**src/rtl/pwm_generator.sv**
```systemverilog
// Free-running PWM source: out high for rise cycles, then low for fall cycles, repeating.
// Latency: an input change shows up at out within one full old period plus one cycle.
// Backpressure: none; rise/fall are sampled only at period boundaries, so no glitches.
//
// Ports:
//   clk      system clock
//   reset_n  asynchronous active-low reset; forces out low immediately
//   rise     high-time in clock cycles (unsigned)
//   fall     low-time in clock cycles (unsigned)
//   out      registered PWM output
module pwm_generator #(
  parameter int WIDTH = 32
) (
  input  logic             clk,
  input  logic             reset_n,
  input  logic [WIDTH-1:0] rise,
  input  logic [WIDTH-1:0] fall,
  output logic             out
);

  // Shadow copies of the duty inputs, held for one whole period.
  logic [WIDTH-1:0] r_rise_q;
  logic [WIDTH-1:0] r_fall_q;
  // Position inside the current period.
  logic [WIDTH:0]   r_cnt;
  logic             r_out;

  logic [WIDTH:0]   w_period;
  logic [WIDTH:0]   w_cnt_nxt;
  logic             w_load;

  // One extra bit so that rise+fall never wraps, even at all-ones inputs.
  assign w_period  = {1'b0, r_rise_q} + {1'b0, r_fall_q};
  // r_cnt never exceeds period-1, so the increment cannot overflow.
  assign w_cnt_nxt = r_cnt + {{WIDTH{1'b0}}, 1'b1};
  // A zero period (fresh reset, or rise=fall=0) loads on every edge.
  assign w_load    = (w_cnt_nxt >= w_period);

  always_ff @(posedge clk or negedge reset_n) begin
    if (!reset_n) begin
      r_rise_q <= '0;
      r_fall_q <= '0;
      r_cnt    <= '0;
      r_out    <= 1'b0;
    end else if (w_load) begin
      r_rise_q <= rise;
      r_fall_q <= fall;
      r_cnt    <= '0;
      // Position 0 of the new period is high unless the high-time is zero.
      r_out    <= (rise != '0);
    end else begin
      r_cnt    <= w_cnt_nxt;
      r_out    <= (w_cnt_nxt < {1'b0, r_rise_q});
    end
  end

  assign out = r_out;

endmodule

```
**config.mk**
```make
export PLATFORM = sky130hd
export DESIGN_NAME = pwm_generator
export DESIGN_NICKNAME = d
export VERILOG_FILES = /design/src/rtl/pwm_generator.sv
export SDC_FILE = /design/constraint.sdc
export NUM_CORES = 1
export LEC_CHECK = 0
export BUFFER_PORTS_ARGS = -buffer_cell sky130_fd_sc_hd__buf_4
export CORE_ASPECT_RATIO = 1.4
export CORE_MARGIN = 3
export CORE_UTILIZATION = 30
export DETAILED_ROUTE_END_ITERATION = 6
export SYNTH_ARGS = -nofsm -noshare
export SYNTH_HDL_FRONTEND = slang
export SYNTH_SLANG_ARGS = --single-unit
```
**constraint.sdc**
```tcl
create_clock -name clk -period 4.6 [get_ports clk]
set_input_delay 0.92 -clock clk [delete_from_list [all_inputs] [get_ports clk]]
set_output_delay 0.92 -clock clk [all_outputs]
set_load 0.03 [all_outputs]
```
==> results.json <==
{
  "status": "finished, violations left",
  "violations": "negative setup slack",
  "wl_per_cell_um": 17.2,
  "crit_chain": "ha_4 > fa_2 > a211oi_2 > nor2_2 > o2111a_2 > o211ai_1 > buf_4 > o21ai_2 > a21o_1 > a21oi_2 > xor2_1 > ha_1 > a21o_1 > a21o_1 > a21oi_2 > nor3_2 > o21ba_4 > o41a_1 > nand2_8 > buf_12 > mux2_1",
  "design_area_um2": 9230,
  "antenna_cells": 0,
  "netlist.area_leader.share": 0.341,
  "grt_pass1_wl_mm": 31.2,
  "io_buffer_count": 66,
  "cp_num_buf_inv": 2,
  "cp.arrival_ns": 4.85,
  "ant_nets": 0,
  "cp_num_cells": 21,
  "start_kind": "flop",
  "core_um2": 23500,
  "finalCritPeriodShare": 1.00,
  "fp.dieH_um": 189,
  "synth_most_common_cell": "dfrtp_1",
  "syn-cell-area_um2": 7190,
  "synth_seq_cells": 98,
  "synth.net_count": 915,
  "slew_violations": 0,
  "cts-root-buf": "clkbuf_16",
  "die-width_um": 137,
  "p_leak_uw": 0.00502,
  "hp-class": "reg -> reg",
  "worstPathRequired_ns": 4.84,
  "htree_levels": 3,
  "vias_per_cell": 5.14,
  "fin_total_pwr_uw": 1700,
  "cts-buffers-inserted": 9,
  "drive_above_1_share": 0.259,
  "grt_max_degree": 56,
  "slew-limit-headroom": 0.510,
  "nFillCells": 2392,
  "synth-edff-count": 0,
  "std_cell_rows": 66,
  "crit_fanout": 9,
  "vias": 6035,
  "synth_top_area_cell": "dfrtp_1",
  "place_congestion": 0.849,
  "final_nets": 1030,
  "place_ws_ns": -0.124,
  "grt_pass1_vias": 6125,
  "setup_violations": 5,
  "synth_flop_cell": "dfrtp_1",
  "start_util": 0.307,
  "route.detailed.drc": 0,
  "r2r_cells": 21,
  "grt.overflow.total": 0,
  "synth_common_cells": "98 x dfrtp_1, 97 x ha_1, 72 x o21ai_0",
  "power.density_nw_per_um2": 184,
  "area_delta_synth_final_pct": 28.3,
  "cpMostUsedCell": "a21o_1",
  "synth-seq-area-share": 0.341,
  "postSynthAreaPerCell_um2": 9.58,
  "drt-total-wl_mm": 20.2,
  "ctsLongestPathBuffers": 2,
  "cts_tree": "done",
  "cpLargestDelayFamily": "compound AO/OA/AOI/OAI gates",
  "setup_tns_ns": -0.0163,
  "synth_top_cells_by_area": "dfrtp_1 34%, ha_1 17%, mux2_1 5.2%, o21ai_0 5.0%, a21o_1 4.4%",
  "fin_ws_ns": -0.00701,
  "whs_path_depth": 1,
  "finalClockSkew_ns": 0.0157,
  "dp_hpwl_mm": 14.7,
  "ios": 67,
  "antenna_found_initial": 0,
  "yosys_warnings": 0,
  "hold_viol": 0,
  "crit_type": "reg -> reg",
  "ir_worst_vdd_v": 0.000163,
  "worstSkewPairLatency_ns": 0.36,
  "firstDrtPassIters": 4,
  "cp_slowest_cell": "dfrtp_1",
  "r2r_slack_ns": -0.007,
  "finalCriticalPeriod_ns": 4.61,
  "rsz0062_at_grt": "true",
  "dieArea_um2": 25900,
  "tightest_slew_ns": 0.736,
  "cts_hold_buffers": 0,
  "worst_setup_path_end_kind": "flop",
  "fmax_mhz": 217,
  "drtIter0Drc": 243,
  "async_flop_share": 1.00,
  "cts_sinks": 98,
  "drv_cap": 0,
  "place_area_um2": 8260,
  "cp_slowest_stage_delay_ns": 0.41,
  "track_usage": 0.153,
  "synth.distinct_cells": 56,
  "path_clk_slew_ns": 0.07,
  "synth_cells": 751
}
## worst reg2reg max path: stages (launching register included)
cell,delay [ns]
dfrtp_1,0.41
ha_4,0.18
fa_2,0.36
a211oi_2,0.22
nor2_2,0.07
o2111a_2,0.32
o211ai_1,0.24
buf_4,0.16
o21ai_2,0.05
a21o_1,0.20
a21oi_2,0.14
xor2_1,0.17
ha_1,0.26
a21o_1,0.16
a21o_1,0.18
a21oi_2,0.17
nor3_2,0.07
o21ba_4,0.22
o41a_1,0.27
nand2_8,0.16
buf_12,0.19
mux2_1,0.32
## per-layer routing
layer / track usage / part of all wire
met1: 0.183 / 0.42
met3: 0.0229 / 0.029
met2: 0.274 / 0.53
met5: 0 / 0
met4: 0.0588 / 0.026
## path summary, 6_finish.rpt
| path | from | to |
|---|---|---|
| max | r_rise_q[0] | r_fall_q[16] |
| min | r_fall_q[11] | r_fall_q[11] |
| max reg2reg | r_rise_q[0] | r_fall_q[16] |
| min reg2reg | r_fall_q[11] | r_fall_q[11] |
| max in group asynchronous | reset_n | r_rise_q[16] |
| min in group asynchronous | reset_n | r_rise_q[27] |
## what timing repair did
item | 4_1_cts | 5_1_grt
setup endpoints to repair | 56 | 72
pin swaps | 5 | 9
gates cloned | 1 | 4
resized for setup | 22 | 100
buffers inserted | 3 | 18
## logic make-up (layout without fill, tap and decap cells)
group           after synthesis  count (layout)  share of synthesized area
compound gates              210             210                      0.184
simple gates                187             187                      0.144
fa+ha+maj                    98              98                      0.172
flops                        98              98                      0.341
buf+inv                      65             183                     0.0351
xor+xnor                     59              59                     0.0718
mux                          34              34                     0.0531
## final cells by class
| type | count | area [µm²] | share of cell area |
|---|---|---|---|
| multi-input cells | 588 | 4810 | 0.521 |
| flip-flops and latches | 98 | 2450 | 0.266 |
| inverters | 39 | 146 | 0.0159 |
| repair buffers | 130 | 1150 | 0.125 |
| clock inverters | 5 | 57.6 | 0.00624 |
| clock buffers | 9 | 225 | 0.0244 |
| well taps | 306 | 383 | 0.0415 |
## registers in the layout (all words and copies together) (netlist names)
signal,count
r_fall_q,32
out,1
r_cnt,33
r_rise_q,32
## per-stage QoR
stage	hold slack, ns	std cells	util
after floorplan	0.462	751	-
final	0.503	1175	0.394
after global routing	0.517	1175	0.394
after global placement	0.471	1135	0.352
after detailed placement	0.486	1135	0.352
after CTS	0.502	1153	0.371
## layout by cell type, fill, tap and decap left out, drive strengths merged, types with 26 or more instances in the layout
cell   instances
a21oi         45
mux2          33
dfrtp         98
buf          127
ha            97
and3          39
o21ai         82
a21o          42
xnor2         33
nand2         32
inv           39
xor2          26
nor2          29
## power breakdown
part,internal (µW),switching (µW),leakage [µW]
logic,37.7,31.9,0.00370
registers,861,0,0.00119
clock network,415,357,0.000129
total,1310,389,0.00502
Power figures use the tool's default switching activity.
